==> src/rtl/sar_search.sv <==
// Successive-approximation search master: drives probe to an external magnitude comparator
// and resolves the unknown value one bit per clock. Optional SAR_CHECK_EN flags inconsistent responses.
module sar_search #(
  parameter int WIDTH = 4
) (
  input  logic             clk,
  input  logic             reset,
  input  logic             start,
  input  logic             gt_in,
  input  logic             lt_in,
  input  logic             eq_in,
  output logic [WIDTH-1:0] probe,
  output logic             busy,
  output logic             done,
  output logic [WIDTH-1:0] result,
  output logic             exact,
  output logic             error
);

  localparam int IW = (WIDTH > 1) ? $clog2(WIDTH) : 1;
  localparam logic [WIDTH-1:0] ONE = {{(WIDTH-1){1'b0}}, 1'b1};
  localparam logic [WIDTH-1:0] MSB = ONE << (WIDTH-1);
  localparam logic [IW-1:0]    TOP_IDX = IW'(WIDTH-1);

  typedef enum logic [1:0] {IDLE, PROBE, DONE} state_t;

  state_t           state;
  logic [IW-1:0]    idx;
  logic [WIDTH-1:0] acc;
  logic [WIDTH-1:0] acc_next;
  logic [WIDTH-1:0] next_bit;

  // Anything that is not eq or gt counts as "unknown below probe", including no response.
  assign acc_next = gt_in ? probe : acc;
  assign next_bit = ONE << (idx - IW'(1));

`ifdef SAR_CHECK_EN
  logic err_q;
  logic bad_resp;
  assign bad_resp = ({1'b0, gt_in} + {1'b0, lt_in} + {1'b0, eq_in}) != 2'd1;
  assign error    = err_q;
`else
  logic unused_lt;
  assign unused_lt = lt_in;
  assign error     = 1'b0;
`endif

  always_ff @(posedge clk or posedge reset) begin
    if (reset) begin
      state  <= IDLE;
      idx    <= TOP_IDX;
      acc    <= '0;
      probe  <= '0;
      result <= '0;
      busy   <= 1'b0;
      done   <= 1'b0;
      exact  <= 1'b0;
`ifdef SAR_CHECK_EN
      err_q  <= 1'b0;
`endif
    end else begin
      case (state)
        IDLE: begin
          done <= 1'b0;
          if (start) begin
            state  <= PROBE;
            idx    <= TOP_IDX;
            acc    <= '0;
            probe  <= MSB;
            result <= '0;
            exact  <= 1'b0;
            busy   <= 1'b1;
`ifdef SAR_CHECK_EN
            err_q  <= 1'b0;
`endif
          end
        end

        PROBE: begin
`ifdef SAR_CHECK_EN
          if (bad_resp) begin
            err_q  <= 1'b1;
            result <= '0;
            exact  <= 1'b0;
            probe  <= '0;
            busy   <= 1'b0;
            done   <= 1'b1;
            state  <= DONE;
          end else
`endif
          if (eq_in) begin
            result <= probe;
            exact  <= 1'b1;
            probe  <= '0;
            busy   <= 1'b0;
            done   <= 1'b1;
            state  <= DONE;
          end else begin
            acc <= acc_next;
            if (idx != '0) begin
              probe <= acc_next | next_bit;
              idx   <= idx - IW'(1);
            end else begin
              // Every bit resolved without an eq: the value is inferred from the accumulator.
              result <= acc_next;
              exact  <= 1'b0;
              probe  <= '0;
              busy   <= 1'b0;
              done   <= 1'b1;
              state  <= DONE;
            end
          end
        end

        DONE: begin
          done  <= 1'b0;
          state <= IDLE;
        end

        default: begin
          state <= IDLE;
          probe <= '0;
          busy  <= 1'b0;
          done  <= 1'b0;
        end
      endcase
    end
  end

endmodule

==> config.mk <==
export PLATFORM = sky130hd
export DESIGN_NAME = sar_search
export DESIGN_NICKNAME = d
export VERILOG_FILES = /design/src/rtl/sar_search.sv
export SDC_FILE = /design/constraint.sdc
export NUM_CORES = 1
export LEC_CHECK = 0
export ABC_CLOCK_PERIOD_IN_PS = 2400
export CAP_MARGIN = 0
export CORE_MARGIN = 3
export CORE_UTILIZATION = 52
export CTS_BUF_LIST = sky130_fd_sc_hd__clkbuf_4
export CTS_CLUSTER_SIZE = 40
export DETAILED_ROUTE_END_ITERATION = 7
export PLACE_DENSITY = 0.8
export SETUP_SLACK_MARGIN = 0.3
export SYNTH_ARGS = -nofsm -noshare
export SYNTH_HDL_FRONTEND = slang
export SYNTH_SLANG_ARGS = --single-unit
export TNS_END_PERCENT = 5
==> constraint.sdc <==
create_clock -name clk -period 2.4 [get_ports clk]
set_input_delay 0.48 -clock clk [delete_from_list [all_inputs] [get_ports clk]]
set_output_delay 0.48 -clock clk [all_outputs]
set_load 0.05 [all_outputs]
==> impl_metrics.json, run 1 <==
{
  "status": "complete, no violations",
  "route.detailed.drc": 0,
  "fmax_ghz": 0.494,
  "power.total_mw": 1.41,
  "synth_area_per_cell_um2": 11.3,
  "reg2reg_depth": 5,
  "rsz0062_at_grt": "no",
  "area.growth.synth_to_final_pct": 22.7,
  "vias": 706,
  "path_cells": "clkdlybuf4s50_1",
  "layout.nets": 112,
  "vias_per_cell": 5.60,
  "tightest_slew_ps": 717,
  "nFillCells": 120,
  "cp_slowest_cell": "clkdlybuf4s50_1",
  "cts-buffers-inserted": 3,
  "drt-initial-drc-count": 7,
  "hold_viol_final": 0,
  "critPathMaxStageDelay_ps": 820,
  "num_rows": 14,
  "synthTopCellsByCount": "dfrtp_1, a22o_1, nor2_1",
  "overflow": 0,
  "async_flop_share_pct": 100,
  "root_buffer": "clkbuf_4",
  "fin_util_pct": 72.1,
  "place.gp.congestion": 0.813,
  "maxSlewViolCount": 0,
  "cap_violations": 0,
  "min_path_type": "reg2reg",
  "timing.rr.start": "idx[0]$_DFFE_PP1P_",
  "yosysUniqueCellTypes": 31,
  "ys_seq_elements": 19,
  "drive_above_1_share_pct": 13.7,
  "grt_pass1_vias": 717,
  "p_leak_nw": 0.543,
  "clock_path_buffers": 2,
  "synthCells": 83,
  "dp_hpwl_um": 1340,
  "relSlewSlack_pct": 52.1,
  "cp.depth": 1,
  "synth_edf_count": 0,
  "holdWs_ps": 498,
  "yosysTopAreaCell": "dfrtp_1",
  "r2r_setup_slack_ps": 560,
  "clkLatencyLatePin_ps": 300,
  "cts_hold_buf": 0,
  "critPathArrivalTime_ps": 1540,
  "firstDrtPassIters": 4,
  "reg2reg_to": "probe[2]$_DFFE_PP0P_",
  "ioPinCount": 18,
  "die-area_mm2": 0.00235,
  "grt_max_degree": 20,
  "critPathMaxFanout": 4,
  "core_mm2": 0.00159,
  "wl_per_cell_um": 14.2,
  "cts_resized": 0,
  "synth_seq_area_share_pct": 51.0,
  "end_kind": "output pin",
  "worstPathRequired_ps": 1920,
  "synth_area_leaders": "dfrtp_1, a22o_1, dfstp_2, mux2i_1, ha_1",
  "die_h_um": 48.5,
  "timing_worst_setup_path_type": "reg2out",
  "startpoint_type": "register",
  "post_cts_buffers": 0,
  "cellPowerDensity_mw_per_mm2": 1220,
  "finalNonFillerCells": 126,
  "critPathCapture": "probe[0]",
  "grt_antenna_before_repair": 0,
  "finalSetupViolCount": 0,
  "clk_pin_slew_ps": 110,
  "synth_top_cell_area_share_pct": 45.4,
  "max-vdd-ir-drop_mv": 0.782,
  "n_antenna_cell": 0,
  "cts_tree": "built",
  "wl_um": 1800,
  "port_buffers": 15,
  "cts_max_level": 1,
  "synth_flop_cell": "dfrtp_1",
  "synth_warnings": 0,
  "dp.cells": 122,
  "cp-startpoint": "probe[0]$_DFFE_PP0P_",
  "clkSinkCount": 19,
  "cp_top_family": "buffers and inverters",
  "synth_nets": 92,
  "setup_tns_ps": 0,
  "final_antenna_net_count": 0,
  "initial_core_util_pct": 58.8,
  "post-route-period-util_pct": 84.4,
  "clock_skew_ps": 3.98,
  "crit_buf_inv": 1,
  "yosysMostFrequentCell": "dfrtp_1",
  "grt_first_pass_wirelength_um": 3220,
  "post-route-min-period_ps": 2020,
  "grtUsageTotal_pct": 17.6,
  "die_w_um": 48.5,
  "syn_area_um2": 937
}
[through the flow]
stage / area [um2] / setup slack [ps]
finish: 1150 / 375
global route: 1150 / 319
CTS: 1150 / 367
detailed placement: 1120 / 450
global placement: 1120 / 465
floorplan: 937 / 693
[how the worst min path moves through the flow]
| stage | cells after the start | start | to |
|---|---|---|---|
| final | 1 | result[2]$_DFFE_PP0P_ | result[2]$_DFFE_PP0P_ |
| after global routing | 1 | result[1]$_DFFE_PP0P_ | result[1]$_DFFE_PP0P_ |
| after CTS | 1 | result[2]$_DFFE_PP0P_ | result[2]$_DFFE_PP0P_ |
| after detailed placement | 1 | result[2]$_DFFE_PP0P_ | result[2]$_DFFE_PP0P_ |
| after global placement | 1 | result[2]$_DFFE_PP0P_ | result[2]$_DFFE_PP0P_ |
| after floorplan | 1 | reset | acc[0]$_DFFE_PP0P_ |
[cells by family after synthesis]
| kind of cell | after synthesis | synth area share [%] |
|---|---|---|
| and+or+nand+nor | 22 | 14.8 |
| DFF | 19 | 51.0 |
| muxes | 4 | 4.27 |
| adders and majority gates | 3 | 4.01 |
| AOI/OAI and AO/OA | 26 | 21.6 |
| other | 1 | 0.400 |
| buffers and inverters | 8 | 3.87 |
[registers in the layout, summed over array words and instances (netlist names)]
register,flops
idx,2
exact,1
done,1
result,4
state,2
acc,4
probe,4
busy,1
[final cells by class]
cell class | instances | area [um2] | area share, %
multi-input combinational | 56 | 423 | 36.8
clock inverter | 1 | 5.00 | 0.435
tap | 24 | 30.0 | 2.61
timing repair buffer | 18 | 173 | 15.0
sequential | 19 | 478 | 41.6
clock buffer | 3 | 22.5 | 1.96
inverter | 5 | 18.8 | 1.63
[routing by layer]
metal	track usage, %	vias up	share of wire [%]
li1	-	341	-
met2	29.8	15	49
met3	3.99	4	3.8
met1	21.0	346	45
met5	0	-	0
met4	8.53	0	2.0
[cell usage in the layout (no fill, tap or decap), types with 2 or more instances in the layout]
| cell type | instances |
|---|---|
| dfrtp_1 | 17 |
| clkdlybuf4s50_1 | 15 |
| nor2_1 | 7 |
| a22o_1 | 7 |
| inv_1 | 5 |
| mux2i_1 | 4 |
| o2bb2ai_1 | 4 |
| a21o_1 | 3 |
| o21ai_0 | 3 |
| a21oi_1 | 3 |
| ha_1 | 3 |
| clkbuf_4 | 3 |
| buf_4 | 3 |
| and2b_1 | 2 |
| o21bai_1 | 2 |
| nand2_1 | 2 |
| nor3_1 | 2 |
| dfstp_2 | 2 |
[power by group]
part           leakage (nW)  switching [mW]  internal [mW]
logic                 0.277           0.411          0.286
clock network        0.0177           0.103         0.0622
registers             0.248           0.112          0.432
total                 0.543           0.627          0.780
(Power assumes the default switching activity.)
==> inputs of run 2 (changes only) <==
- ABC_CLOCK_PERIOD_IN_PS: 2400 -> 1800
- CORE_UTILIZATION: 52 -> 47
- PLACE_DENSITY: 0.8 -> 0.76
- clock period: 2.4 -> 1.8 ns (I/O delays scaled with it)
==> run 2 against run 1 <==
Against the previous run: first-iteration DRC count up 100%; critical endpoint is now probe[2]$_DFFE_PP0P_; design area up 8.1%; routed wire length grew 7.9%; sequential cell count is the same; core utilization down 3.2 points.
==> impl_metrics.json, run 2 (synthesis gave the netlist of run 1 again) <==
{
  "drive_above_1_share_pct": 37.2,
  "die-area_mm2": 0.00257,
  "maxSlewViolCount": 0,
  "post-route-min-period_ps": 1610,
  "reg_top3": "acc: 4 flops, probe: 4 flops, result: 4 flops",
  "final_antenna_net_count": 0,
  "clkPwrFrac_pct": 10.6,
  "cts-buffers-inserted": 3,
  "setup_tns_ps": 0,
  "end_kind": "register",
  "wl_per_cell_um": 14.0,
  "port_buffers": 15,
  "cts_tree": "built",
  "p_leak_nw": 0.619,
  "clock_skew_ps": 1.77,
  "num_rows": 15,
  "dpl_cell_area_mm2": 0.00115,
  "p_switching_mw": 0.896,
  "n_antenna_cell": 0,
  "overflow": 0,
  "dp_hpwl_um": 1340,
  "clkSinkCount": 19,
  "post-route-period-util_pct": 89.2,
  "area.growth.synth_to_final_pct": 32.6,
  "core_mm2": 0.00180,
  "grt_antenna_before_repair": 0,
  "grt_first_pass_wirelength_um": 3230,
  "dp.cells": 128,
  "status": "complete, no violations",
  "initial_core_util_pct": 52.0,
  "p_sw_share_pct": 44.2,
  "die_h_um": 50.7,
  "finalNonFillerCells": 138,
  "route.detailed.drc": 0,
  "drt-initial-drc-count": 14,
  "timing_worst_setup_path_type": "reg2reg",
  "combPwrFrac_pct": 55.0,
  "firstDrtPassIters": 3,
  "rsz0062_at_grt": "yes",
  "startpoint_type": "register",
  "fin_util_pct": 69.0,
  "vias": 742,
  "hold_viol_final": 0,
  "final_cell_mix": "buf_4, dfrtp_1, nor2_1, a22o_1",
  "pwr-share-seq_pct": 34.4,
  "clkLatencyLatePin_ps": 300,
  "grt_max_degree": 20,
  "critPathMaxFanout": 5,
  "vias_per_cell": 5.38,
  "place.gp.congestion": 0.746,
  "root_buffer": "clkbuf_4",
  "clock_path_buffers": 2,
  "fmax_ghz": 0.623,
  "max-vdd-ir-drop_mv": 1.13,
  "fin_ws_ps": 194,
  "final_common_cell": "buf_4",
  "clk_pin_slew_ps": 110,
  "grtUsageTotal_pct": 16.6,
  "cts_hold_buf": 0,
  "r2r_setup_slack_ps": 190,
  "p_int_mw": 1.13,
  "worstPathRequired_ps": 2030,
  "wl_um": 1940,
  "min_path_type": "in2async",
  "cap_violations": 0,
  "cellPowerDensity_mw_per_mm2": 1630,
  "grt_pass1_vias": 738,
  "preCtsSetupSlack_ps": -6.49,
  "fin_area_mm2": 0.00124,
  "die_w_um": 50.7,
  "ioPinCount": 18,
  "finalSetupViolCount": 0,
  "critPathArrivalTime_ps": 1840,
  "cts_max_level": 1,
  "layout.nets": 123
}
-- run 2: cell types whose count changed in the layout (fill, tap and decap cells not counted), sizes merged --
cell	delta
buf	+22
clkdlybuf4s50	-11
-- run 2: what timing repair did --
action | in CTS | in global routing
pin swaps | 3 | 3
setup buffers | 5 | 1
setup endpoints to repair | 6 | 15
gates resized for setup | 2 | 3
-- run 2: worst max-delay path, stage by stage, from the launching register on --
cell	delay, ps
dfstp_2	560
inv_2	50
ha_4	150
or4b_4	540
o22ai_2	120
o2bb2ai_1	120
-- run 2: area by class of cell --
type	count	area [um2]
multi-input combinational	56	459
timing repair buffer	29	228
tap	25	31.3
clock buffer	3	22.5
sequential	19	478
clock inverter	1	5.00
inverter	5	18.8
fill	147	559
-- run 2: power by group through the flow --
| stage | clock, mW | sequential, mW | combinational [mW] |
|---|---|---|---|
| floorplan | 0 | 0.966 | 0.427 |
| global placement | 0 | 0.713 | 0.964 |
| detailed placement | 0 | 0.716 | 0.977 |
| CTS | 0.221 | 0.693 | 1.08 |
| global route | 0.236 | 0.718 | 1.19 |
| finish | 0.215 | 0.697 | 1.11 |
-- run 2: routing by layer --
layer	track usage, %	share of wire (%)	wire length, um
met1	21.2	45	863
met2	28.3	50	973
met3	2.97	3.5	67
met4	5.38	1.6	31
met5	0	0	0
-- run 2: metrics by stage --
stage	hold slack (ps)	power, mW
2_1_floorplan	310	1.39
3_3_place_gp	472	1.68
3_5_place_dp	479	1.69
4_1_cts	376	1.99
5_1_grt	429	2.14
6_report	379	2.03
-- run 2: final timing paths --
kind                                        from                     to  cells past startpoint
hold / removal                             reset  result[2]$_DFFE_PP0P_                      3
setup / recovery              idx[0]$_DFFE_PP1P_   probe[2]$_DFFE_PP0P_                      5
setup reg to reg              idx[0]$_DFFE_PP1P_   probe[2]$_DFFE_PP0P_                      5
max in group asynchronous                  reset     idx[0]$_DFFE_PP1P_                      3
hold reg to reg            result[2]$_DFFE_PP0P_  result[2]$_DFFE_PP0P_                      1
min in group clk           result[2]$_DFFE_PP0P_  result[2]$_DFFE_PP0P_                      1
==> inputs of run 3 (changes only) <==
--- a/config.mk
+++ b/config.mk
@@ -19,2 +19 @@
 export SYNTH_SLANG_ARGS = --single-unit
-export TNS_END_PERCENT = 5
==> constraint.sdc (replaced) <==
create_clock -name clk -period 1.8 [get_ports clk]
set_input_delay 0.54 -clock clk [delete_from_list [all_inputs] [get_ports clk]]
set_output_delay 0.54 -clock clk [all_outputs]
set_load 0.05 [all_outputs]
==> run 3 against run 2 <==
Against the previous run: worst hold slack improved by 120 ps; combinational power increased by 14%; global-route usage increased by 1.0 points; core utilization increased by 6.0 points; sequential share of layout area decreased by 2.8 points; sequential cell count unchanged; die area unchanged.
==> impl_metrics.json, run 3 (synthesis gave the netlist of run 1 again) <==
{
  "fin_util_pct": 75.0,
  "die-area_mm2": 0.00257,
  "critPathArrivalTime_ps": 1820,
  "cts_tree": "built",
  "grtUsageTotal_pct": 17.7,
  "nFillCells": 123,
  "maxSlewViolCount": 0,
  "fin_ws_ps": 208,
  "n_antenna_cell": 0,
  "clkLatencyLatePin_ps": 300,
  "cts_max_level": 1,
  "final_antenna_net_count": 0,
  "grt_antenna_before_repair": 0,
  "grt_pass1_vias": 791,
  "drive_above_1_share_pct": 43.0,
  "post-route-min-period_ps": 1590,
  "fin_area_mm2": 0.00135,
  "ioPinCount": 18,
  "cap_violations": 0,
  "overflow": 0,
  "cellPowerDensity_mw_per_mm2": 1660,
  "end_kind": "register",
  "critPathMaxStageDelay_ps": 570,
  "drt-initial-drc-count": 12,
  "wl_um": 2070,
  "root_buffer": "clkbuf_4",
  "wl_per_cell_um": 14.9,
  "cts-buffers-inserted": 3,
  "vias": 757,
  "post-route-period-util_pct": 88.5,
  "die_h_um": 50.7,
  "fmax_ghz": 0.628,
  "path_cells": "inv_4, ha_4, or4b_4, o22ai_2, o2bb2ai_1",
  "preCtsSetupSlack_ps": -172,
  "die_w_um": 50.7,
  "port_buffers": 15,
  "clk_pin_slew_ps": 100,
  "status": "complete, no violations",
  "reg_top3": "acc: 4 flops, probe: 4 flops, result: 4 flops",
  "final_common_cell": "buf_4",
  "cts_hold_buf": 0,
  "vias_per_cell": 5.45,
  "core_mm2": 0.00180,
  "clkSinkCount": 19,
  "num_rows": 15,
  "min_path_type": "reg2reg",
  "dp_hpwl_um": 1470,
  "startpoint_type": "register",
  "timing_worst_setup_path_type": "reg2reg",
  "holdWs_ps": 497,
  "hold_viol_final": 0,
  "final_cell_mix": "buf_4, dfrtp_1, nor2_1, a22o_1, buf_12",
  "rsz0062_at_grt": "yes",
  "route.detailed.drc": 0,
  "worstPathRequired_ps": 2030,
  "cp_slowest_cell": "dfstp_2",
  "area.growth.synth_to_final_pct": 44.2,
  "p_leak_nw": 0.639,
  "firstDrtPassIters": 5,
  "initial_core_util_pct": 52.0,
  "clock_skew_ps": 4.27,
  "clock_path_buffers": 2,
  "grt_max_degree": 20,
  "finalSetupViolCount": 0,
  "dp.cells": 129,
  "layout.nets": 124,
  "finalNonFillerCells": 139,
  "dpl_cell_area_mm2": 0.00123,
  "place.gp.congestion": 0.816,
  "critPathMaxFanout": 5,
  "grt_first_pass_wirelength_um": 3380,
  "max-vdd-ir-drop_mv": 1.21
}
## run 3: cell types whose count changed in the layout (fill, tap and decap cells not counted), sizes merged
cell,delta
clkinv,-1
dlygate4sd2,+2
clkbuf,+1
buf,+1
clkdlybuf4s50,-2
## run 3: routing by layer
layer  global-route usage [%]  vias up  routed length, um
met1                     21.0      377                926
li1                         -      366                  -
met2                     32.4       12               1050
met4                     5.38        0                 32
met5                        0        -                  0
met3                     2.67        2                 57
## run 3: power by group
group,switching [mW],total (mW),internal (mW),leakage [nW]
registers,0.156,0.737,0.580,0.244
logic,0.665,1.27,0.604,0.376
clock network,0.132,0.233,0.101,0.0184
total,0.953,2.24,1.29,0.639
## run 3: through the flow
stage | TNS, ps | total power [mW]
floorplan | 0 | 1.39
global placement | -1030 | 1.81
detailed placement | -1410 | 1.85
CTS | 0 | 2.14
global route | 0 | 2.38
finish | 0 | 2.24
## run 3: area by class of cell
type	count	area, um2	share of cell area (%)
clock buffers	4	30.0	2.22
inverters	5	23.8	1.76
multi-input cells	56	477	35.3
flip-flops and latches	19	482	35.6
well taps	25	31.3	2.31
repair buffers	30	308	22.8
## run 3: path summary, 6_finish.rpt
| kind | from | to | slack [ps] | depth (start not counted) |
|---|---|---|---|---|
| max in group asynchronous | reset | idx[0]$_DFFE_PP1P_ | 980 | 3 |
| hold / removal | result[2]$_DFFE_PP0P_ | result[2]$_DFFE_PP0P_ | 500 | 1 |
| setup reg to reg | idx[0]$_DFFE_PP1P_ | probe[2]$_DFFE_PP0P_ | 210 | 5 |
| setup / recovery | idx[0]$_DFFE_PP1P_ | probe[2]$_DFFE_PP0P_ | 210 | 5 |
| min in group asynchronous | reset | result[3]$_DFFE_PP0P_ | 560 | 3 |
| hold reg to reg | result[2]$_DFFE_PP0P_ | result[2]$_DFFE_PP0P_ | 500 | 1 |
## run 3: timing repair
item / 4_1_cts / 5_1_grt
setup endpoints to repair: 14 / 10
setup buffers: 3 / 3
resized for setup: 6 / 9
pin swaps: 1 / 0
## run 3: worst max-delay path: cells and delay by family (launching register included)
family | cells | cell delay (ps)
AOI/OAI and AO/OA | 2 | 230
adders and majority gates | 1 | 160
and+or+nand+nor | 1 | 530
buffers and inverters | 1 | 40
DFF | 1 | 570
